### src/rtl/cache_pkg.sv
// Shared dcache line-path types and constants.
// Line geometry, write-back entry layout and drain FSM states.
package cache_pkg;

  localparam int LINE_WORDS = 4;
  localparam int LINE_W     = 32 * LINE_WORDS;
  localparam int OFF_W      = $clog2(LINE_WORDS * 4);
  localparam int ADDR_W     = 32;

  typedef enum logic [1:0] {
    IDLE,
    REQ,
    WAIT
  } wb_state_e;

  typedef struct packed {
    logic                    valid;
    logic [ADDR_W-OFF_W-1:0] tag;
    logic [LINE_W-1:0]       data;
  } wb_entry_t;

  function automatic logic [ADDR_W-1:0] line_align(
    input logic [ADDR_W-1:0] a
  );
    return {a[ADDR_W-1:OFF_W], {OFF_W{1'b0}}};
  endfunction

endpackage

### src/rtl/wb_cam_lookup.sv
// DEPTH-way line-tag compare over the write-back FIFO.
// Among matching entries the youngest (nearest tail) wins.
module wb_cam_lookup #(
  parameter  int DEPTH = 4,
  parameter  int TAG_W = 28,
  localparam int PTR_W = $clog2(DEPTH)
) (
  input  logic [DEPTH-1:0]            valid_i,
  input  logic [DEPTH-1:0][TAG_W-1:0] tag_i,
  input  logic [TAG_W-1:0]            key_i,
  input  logic [DEPTH-1:0]            mask_i,
  input  logic [PTR_W-1:0]            oldest_i,
  output logic                        hit_o,
  output logic [PTR_W-1:0]            idx_o
);

  logic [PTR_W-1:0] slot;

  // Walk oldest to youngest so a later match overrides an older one
  always_comb begin
    hit_o = 1'b0;
    idx_o = oldest_i;
    slot  = oldest_i;
    for (int k = 0; k < DEPTH; k++) begin
      slot = oldest_i + PTR_W'(k);
      if (valid_i[slot] && !mask_i[slot] &&
          tag_i[slot] == key_i) begin
        hit_o = 1'b1;
        idx_o = slot;
      end
    end
  end

endmodule

### src/rtl/dcache_writeback_buffer.sv
// Victim buffer between dcache and the AXI line-write bridge.
// FIFO of dirty lines with in-place merge and refill forwarding.
module dcache_writeback_buffer #(
  parameter  int DEPTH      = 4,
  parameter  int LINE_WORDS = cache_pkg::LINE_WORDS,
  parameter  int ADDR_W     = cache_pkg::ADDR_W,
  localparam int LINE_W     = 32 * LINE_WORDS
) (
  input  logic              clk,
  input  logic              resetn,
  input  logic              c_wr_req,
  input  logic [ADDR_W-1:0] c_wr_addr,
  input  logic [LINE_W-1:0] c_wr_data,
  output logic              c_wr_rdy,
  input  logic [ADDR_W-1:0] c_rd_addr,
  output logic              c_rd_hit,
  output logic [LINE_W-1:0] c_rd_data,
  output logic              empty,
  output logic              wr_req,
  output logic [ADDR_W-1:0] wr_addr,
  output logic [LINE_W-1:0] wr_data,
  input  logic              wr_rdy,
  input  logic              wr_valid
);

  import cache_pkg::wb_state_e;
  import cache_pkg::IDLE;
  import cache_pkg::REQ;
  import cache_pkg::WAIT;

  localparam int OFF_W = $clog2(LINE_WORDS * 4);
  localparam int TAG_W = ADDR_W - OFF_W;
  localparam int PTR_W = $clog2(DEPTH);
  localparam int CNT_W = PTR_W + 1;

  logic [DEPTH-1:0]             valid_q;
  logic [DEPTH-1:0][TAG_W-1:0]  tag_q;
  logic [DEPTH-1:0][LINE_W-1:0] data_q;

  logic [CNT_W-1:0] head_q, head_d;
  logic [CNT_W-1:0] tail_q, tail_d;
  logic [CNT_W-1:0] count_q, count_d;

  wb_state_e         state_q;
  logic              wr_req_q;
  logic [ADDR_W-1:0] wr_addr_q;
  logic [LINE_W-1:0] wr_data_q;

  logic [PTR_W-1:0] head_idx;
  logic [PTR_W-1:0] tail_idx;
  logic [PTR_W-1:0] mrg_idx;
  logic [PTR_W-1:0] rd_idx;
  logic [TAG_W-1:0] wr_tag;
  logic [TAG_W-1:0] rd_tag;
  logic [DEPTH-1:0] excl;
  logic [DEPTH-1:0] no_mask;

  logic in_flight;
  logic mrg_hit;
  logic rd_hit;
  logic push;
  logic merge;
  logic alloc;
  logic pop;
  logic head_merge;
  logic unused_addr_bits;

  assign head_idx  = head_q[PTR_W-1:0];
  assign tail_idx  = tail_q[PTR_W-1:0];
  assign wr_tag    = c_wr_addr[ADDR_W-1:OFF_W];
  assign rd_tag    = c_rd_addr[ADDR_W-1:OFF_W];
  assign in_flight = (state_q != IDLE);
  assign excl      = in_flight ? (DEPTH'(1) << head_idx)
                               : '0;
  assign no_mask   = '0;

  assign unused_addr_bits = ^{c_wr_addr[OFF_W-1:0],
                              c_rd_addr[OFF_W-1:0]};

  wb_cam_lookup #(
    .DEPTH(DEPTH),
    .TAG_W(TAG_W)
  ) u_merge_cam (
    .valid_i (valid_q),
    .tag_i   (tag_q),
    .key_i   (wr_tag),
    .mask_i  (excl),
    .oldest_i(head_idx),
    .hit_o   (mrg_hit),
    .idx_o   (mrg_idx)
  );

  wb_cam_lookup #(
    .DEPTH(DEPTH),
    .TAG_W(TAG_W)
  ) u_rd_cam (
    .valid_i (valid_q),
    .tag_i   (tag_q),
    .key_i   (rd_tag),
    .mask_i  (no_mask),
    .oldest_i(head_idx),
    .hit_o   (rd_hit),
    .idx_o   (rd_idx)
  );

  assign c_wr_rdy   = (count_q != CNT_W'(DEPTH));
  assign push       = c_wr_req && c_wr_rdy;
  assign merge      = push && mrg_hit;
  assign alloc      = push && !mrg_hit;
  assign pop        = (state_q == WAIT) && wr_valid;
  assign head_merge = merge && (mrg_idx == head_idx);

  // Pointer and occupancy next-state
  always_comb begin
    head_d  = head_q;
    tail_d  = tail_q;
    count_d = count_q;
    if (alloc) tail_d = tail_q + CNT_W'(1);
    if (pop)   head_d = head_q + CNT_W'(1);
    if (alloc && !pop)
      count_d = count_q + CNT_W'(1);
    else if (pop && !alloc)
      count_d = count_q - CNT_W'(1);
  end

  // Entry storage: allocate at tail, merge in place, retire head
  always_ff @(posedge clk or negedge resetn) begin
    if (!resetn) begin
      valid_q <= '0;
      tag_q   <= '0;
      data_q  <= '0;
      head_q  <= '0;
      tail_q  <= '0;
      count_q <= '0;
    end else begin
      head_q  <= head_d;
      tail_q  <= tail_d;
      count_q <= count_d;
      if (pop)
        valid_q[head_idx] <= 1'b0;
      if (alloc) begin
        valid_q[tail_idx] <= 1'b1;
        tag_q[tail_idx]   <= wr_tag;
        data_q[tail_idx]  <= c_wr_data;
      end
      if (merge)
        data_q[mrg_idx] <= c_wr_data;
    end
  end

  // Drain FSM: snapshot head, hold request, await completion
  always_ff @(posedge clk or negedge resetn) begin
    if (!resetn) begin
      state_q   <= IDLE;
      wr_req_q  <= 1'b0;
      wr_addr_q <= '0;
      wr_data_q <= '0;
    end else begin
      unique case (state_q)
        IDLE: begin
          if (count_q != '0) begin
            state_q   <= REQ;
            wr_req_q  <= 1'b1;
            wr_addr_q <= {tag_q[head_idx],
                          {OFF_W{1'b0}}};
            wr_data_q <= head_merge ? c_wr_data
                                    : data_q[head_idx];
          end
        end
        REQ: begin
          if (wr_rdy) begin
            state_q  <= WAIT;
            wr_req_q <= 1'b0;
          end
        end
        WAIT: begin
          if (wr_valid) state_q <= IDLE;
        end
        default: begin
          state_q  <= IDLE;
          wr_req_q <= 1'b0;
        end
      endcase
    end
  end

  assign wr_req    = wr_req_q;
  assign wr_addr   = wr_addr_q;
  assign wr_data   = wr_data_q;
  assign c_rd_hit  = rd_hit;
  assign c_rd_data = rd_hit ? data_q[rd_idx] : '0;
  assign empty     = (count_q == '0) && (state_q == IDLE);

endmodule

### config.mk
export PLATFORM = sky130hd
export DESIGN_NAME = dcache_writeback_buffer
export DESIGN_NICKNAME = d
export VERILOG_FILES = /design/src/rtl/cache_pkg.sv /design/src/rtl/wb_cam_lookup.sv /design/src/rtl/dcache_writeback_buffer.sv
export SDC_FILE = /design/constraint.sdc
export NUM_CORES = 2
export LEC_CHECK = 0
export ABC_AREA = 1
export CAP_MARGIN = 25
export CORE_AREA = 3 3 426 428
export CTS_CLUSTER_DIAMETER = 80
export DETAILED_ROUTE_END_ITERATION = 10
export DIE_AREA = 0 0 429 431
export PLACE_DENSITY = 0.52
export SYNTH_ARGS = -nofsm -noshare
export SYNTH_HDL_FRONTEND = slang
export SYNTH_HIERARCHICAL = 1
export SYNTH_SLANG_ARGS = --single-unit
### constraint.sdc
create_clock -name clk -period 6.11 [get_ports clk]
set_input_delay 1.5275 -clock clk [delete_from_list [all_inputs] [get_ports clk]]
set_output_delay 1.5275 -clock clk [all_outputs]
set_load 0.05 [all_outputs]
# Yosys cells after proc, flatten, opt, wreduce, memory -nomap -nowiden
# Cells that the tools add are included.
[classes]
n_div = 0
n_eq_ne = 15
addsub = 7
reduce_logical = 46
multipliers = 0
n_lt_le_gt_ge = 10
shift = 1
bitwise_logic = 4
n_mux = 79
[ops]
columns = ["op", "n"]
rows = [
  ["512-bit bitwise mux", 2],
  ["512-bit 2-to-1 mux", 2],
  ["128-bit 2-to-1 mux", 6],
  ["128-bit binary-select mux with 2-bit select", 2],
  ["128-bit demux with 2-bit select", 2],
  ["28-bit binary-select mux with 2-bit select", 4],
  ["28-bit equality test", 8],
  ["28-bit 2-to-1 mux", 5],
  ["112-bit bitwise mux", 1],
  ["28-bit demux with 2-bit select", 1],
  ["1-bit logical AND", 27],
  ["1-bit binary-select mux with 2-bit select", 12],
  ["1-bit 2-to-1 mux", 24],
  ["2-bit by 3-bit < comparator with 1-bit output (second input constant)", 7],
  ["2-bit 2-to-1 mux", 9],
  ["4-bit 2-to-1 mux", 3],
  ["1-bit logical NOT", 11],
  ["3-bit by 1-bit adder with 3-bit output (second input constant)", 3],
  ["2-bit by 1-bit greater-or-equal comparator with 1-bit output (second input constant)", 3],
  ["3-bit 2-to-1 mux", 2],
  ["2-bit != test (second input constant)", 3],
  ["2-bit case mux with 3 select lines", 1],
  ["3-bit AND reduction", 2],
  ["2-bit adder (second input constant)", 2],
  ["other kinds (18)", 20],
]
[word_totals]
rom_bits = 0
word_cells = 178
mem_count = 0
out_inout_bits = 292
latch_bits = 0
regBits = 796
inputBits = 197
ramBits = 0

# Depth between registers and ports, before layout
[depth]
ltp_word = 17
depth_mapped = 32
mapped_depth_nobuf = 27

# Modules after synthesis
# The synthesis kept the hierarchy.
[modules_own_cells]
columns = ["module", "n_inst", "area_each_um2", "cells_per_inst"]
rows = [
  ["dcache_writeback_buffer", 1, 41830.1, 5936],
  ["wb_cam_lookup", 2, 5748.0, 1302],
]

# Worst setup path before layout
# No wires, ideal clock.
[synth_path]
path_type = "in2out"
start = "in c_rd_addr[7]"
end = "out c_rd_data[94]"
n_path_buf = 5
arrival_time_ps = 4176
slack_ps = 406
path_stages = 19
cell_sequence = "clkbuf_1 -> inv_1 -> nand3_1 -> nand2_1 -> nor2_1 -> nand3_1 -> nor2_1 -> nand2_1 -> nand2_1 -> nand3_1 -> nand2_1 -> inv_1 -> clkbuf_1 -> inv_2 -> buf_4 -> buf_2 -> clkbuf_1 -> o21ai_0 -> a21oi_1"
[synth_between]
elab_chain_cells = 8
[synth_lines]
columns = ["element", "line_no", "text"]
rows = [
  ["from (decl)", "dcache_writeback_buffer.sv:15", "input logic [ADDR_W-1:0] c_rd_addr,"],
  ["28-bit equality test", "wb_cam_lookup.sv:27", "tag_i[slot] == key_i) begin"],
  ["1-bit logical AND", "wb_cam_lookup.sv:26", "if (valid_i[slot] && !mask_i[slot] &&"],
  ["2-bit 2-to-1 mux (2 in series)", "wb_cam_lookup.sv:26", ""],
  ["2-bit 2-to-1 mux (*)", "wb_cam_lookup.sv:26", ""],
  ["via rd_idx[0]", "dcache_writeback_buffer.sv:52", "logic [PTR_W-1:0] rd_idx;"],
  ["128-bit binary-select mux with 2-bit select (*)", "dcache_writeback_buffer.sv:191", "assign c_rd_data = rd_hit ? data_q[rd_idx] : '0;"],
  ["128-bit 2-to-1 mux (implied by the code) (*)", "dcache_writeback_buffer.sv:191", ""],
  ["128-bit 2-to-1 mux (*)", "dcache_writeback_buffer.sv:191", ""],
  ["to (decl)", "dcache_writeback_buffer.sv:17", "output logic [LINE_W-1:0] c_rd_data,"],
]
# Mark *: on every way through the listed nets, which the timed path passes. The rest lies on a longest branch. The select of a mux whose other input is x is not followed.

# Worst setup path in the final report
[layout_path]
start = "reg head_q[0]"
end = "out c_rd_data[78]"
[layout_between]
elab_chain_cells = 12
[layout_lines]
columns = ["element", "line_no", "text"]
rows = [
  ["from (decl)", "dcache_writeback_buffer.sv:40", "logic [CNT_W-1:0] head_q, head_d;"],
  ["from (signal assigned)", "dcache_writeback_buffer.sv:132", "head_q <= '0;"],
  ["from (signal assigned)", "dcache_writeback_buffer.sv:136", "head_q <= head_d;"],
  ["parallel branches: the longest is 11 deep, another holds 2-bit by 1-bit adder with 2-bit output", "--", ""],
  ["128-bit 2-to-1 mux (*)", "dcache_writeback_buffer.sv:191", ""],
]
# Mark *: on every way between the ends. The select of a mux whose other input is x is not followed.

==> metrics.csv <==
metric,value,unit
status,finished clean,
final instance area,0.0689,mm2
CP dominant cell by count,buf_4,
Synth Flop Type,dfrtp_1,
Synth Warn #,6,
area grow syn2layout,29.1,%
"Avg Cell Area, Syn",6.24,um2
top-count cell post-synth,nand2_1,
pin count of the biggest net entering global routing,150,
hold_buf cts,0,
WL met2,120,mm
CTS tree,done,
#FFs+latches synth,794,
die width,429,um
Post-Synth Simple-Gate Area,44.0,%
initial antenna violation count,20,
vias,60083,
Rows,155,
Pwr Density,615,mW/mm2
"area leader, netlist",dfrtp_1,
DR pass1 iterations,9,
Final Cycle Share,98.6,%
Core ar.,0.178,mm2
Adder-Cell Fraction of Synth Area,0.249,%
total CTS buffers,101,
die area,0.185,mm2
share of the synthesized area in the top cell type,37.3,%
Final Skew,0.0426,ns
Compound-Gate Fraction of Synth Area,9.08,%
initial drt markers,6274,
die height,431,um
clock slew at reported path FFs,0.06,ns
worst-margin pin slew,1.09,ns
setup_tns,0,ns
critical path capture point type,output port,
IO Port Bufs,476,
Antenna Violating Nets Remaining,0,
Worst Hold Class,reg2reg,
drc violations,0,
critical path's slowest cell,dfrtp_4,
max-cap violation count,0,
required time of the critical path,4.58,ns
Max Fanout on Critical Path,26,
WL met3,17.7,mm
max-slew violations,0,
gp weighted congestion,0.945,
ys async rst share,100,%
Hold Fails Final Rpt,0,
Congestion Overflow GR,0,
CTS Buffer Depth,3,
Cells after Synth,8540,
Worst path max stage delay,0.50,ns
GRT Resource Usage Total,26.4,%
Synth Area in XOR/XNOR,0.953,%
Max transition margin,27.2,%
routed wire length,258,mm
final count of negative-setup-slack endpoints,0,
number of H-tree levels,3,
worst path buffer plus inverter count,9,
Worst Path Arrival,4.50,ns
Clock Latency Late Sink,0.76,ns
root buffer selected by CTS,clkbuf_16,
WS Path Type,reg2out,
num ports,489,
multiplexer share of the synthesized area,0.0211,%
effective utilization at floorplan,29.9,%
Nets,9151,
main combinational cell family by area after synthesis,simple AND/OR/NAND/NOR gates,
dpl cell area,0.0634,mm2
wire per inst,22.6,um
"Seq/Total Area, Yosys",37.3,%
DRT met1 WL,106,mm
final core utilization,38.6,%
pre-CTS WS,-0.358,ns
Via-to-Cell Ratio,5.27,
Worst path top cell family by delay,buffers and inverters,
type of origin of the critical path,flop,
Max Used Layer,met5,
vias in the first global route,56092,
share of layout cells above drive strength 1,10.1,%
leak pwr,34.5,nW
Tot Pwr,42.3,mW
CTS sink cnt,794,
synth cell count leaders,"nand2_1, nand3_1, dfrtp_1",
minimum clock period,6.03,ns
HPWL Detailed,166,mm
Post-Syn Area,0.0533,mm2
Post-synth EDFFs,0,
first-pass GRT wire length,372,mm
Max Fclk,166,MHz
Peak VDD IR,417,uV
RSZ-0062 raised after global routing,yes,
Setup WS post-layout,0.0828,ns
worst-path cell chain,buf_12 > buf_4 > clkbuf_16 > o21ai_0 > o211ai_1 > nand2_1 > buf_4 > and2_1 > nand3_1 > nor2_2 > nand2_2 > nand3_4 > nand2_8 > inv_6 > buf_4 > buf_4 > nor2_1 > nor2_1 > o21ai_0 > a21oi_1 > buf_4 > buf_12,
Synth cell types,38,
Synth area leaders,"dfrtp_1, nand2_1, nand3_1",
## worst register-to-register path, delay by kind of cell (launching register included)
family	cells	cell delay, ns
simple gates	12	2.80
buf+inv	7	1.77
flops	1	0.50
xor+xnor	1	0.49
## routing by layer
layer / global-route usage [%] / vias up
met1: 33.8 / 28636
met3: 3.39 / 536
li1: - / 28145
met2: 43.5 / 2764
met5: 0 / -
met4: 14.0 / 2
## stage by stage
step,std cells,hold WS [ns]
final,11396,0.479
after CTS,11331,0.481
after global routing,11389,0.491
after global placement,11133,0.466
after floorplan,8549,0.490
after detailed placement,11135,0.466
## cell families (layout without fill, tap and decap cells)
logic type / count (synthesis) / in the layout
xor+xnor: 58 / 58
simple gates: 5746 / 5746
flops: 794 / 794
mux: 1 / 1
other cells: 1 / 26
compound gates: 924 / 924
buf+inv: 1006 / 1482
fa+ha+maj: 10 / 10
## layout make-up
type / instances / area (um2)
fill: 18584 / 109000
multi-input combinational: 6749 / 29600
sequential: 794 / 19900
timing repair buffer: 891 / 11100
tap: 2355 / 2950
clock buffer: 128 / 2830
inverter: 406 / 1640
clock inverter: 56 / 774
antenna: 16 / 40.0
timing repair inverter: 1 / 8.76
## report_power, final
group / switching, mW / leakage, nW / internal, mW
logic: 17.1 / 22.8 / 8.53
clock network: 2.65 / 1.75 / 3.89
registers: 2.44 / 9.97 / 7.70
total: 22.2 / 34.5 / 20.1
## worst paths after layout
path / slack [ns] / endpoint / start / cells after the start
setup reg to reg: 0.49 / data_q[10]$_DFF_PN0_ / head_q[0]$_DFFE_PN0P_ / 20
min in group asynchronous: 0.68 / tag_q[82]$_DFFE_PN0P_ / resetn / 1
setup / recovery: 0.08 / c_rd_data[78] / head_q[0]$_DFFE_PN0P_ / 22
hold reg to reg: 0.48 / wr_data[114]$_DFFE_PN0P_ / wr_data[114]$_DFFE_PN0P_ / 2
max in group asynchronous: 3.88 / wr_data[31]$_DFFE_PN0P_ / resetn / 2
hold / removal: 0.48 / wr_data[114]$_DFFE_PN0P_ / wr_data[114]$_DFFE_PN0P_ / 2
## flip-flops by register name, summed over array words and instances (netlist names)
| register | flops |
|---|---|
| wr_data | 128 |
| head_q | 2 |
| valid_q | 4 |
| wr_addr | 28 |
| wr_req | 1 |
| tag_q | 112 |
| count_q | 3 |
| data_q | 512 |
| state_q | 2 |
| tail_q | 2 |
## layout by cell type, fill, tap and decap left out, types with 131 or more instances in the layout
cell type and count:
o21ai_0 523, nand2_1 3542, nand3_1 1323, inv_1 385
nor2_1 697, clkdlybuf4s50_1 324, o21ai_1 151, dfrtp_1 792
buf_4 278, a21oi_1 131, buf_12 214
## what timing repair did
| item | in CTS | in global routing |
|---|---|---|
| setup endpoints to repair | 128 | 128 |
| setup buffers | 7 | 28 |
| cloned | 6 | 24 |
| gates resized for setup | 49 | 197 |
| pin swaps | 8 | 50 |
No activity file was read; power rests on OpenSTA's default activity.
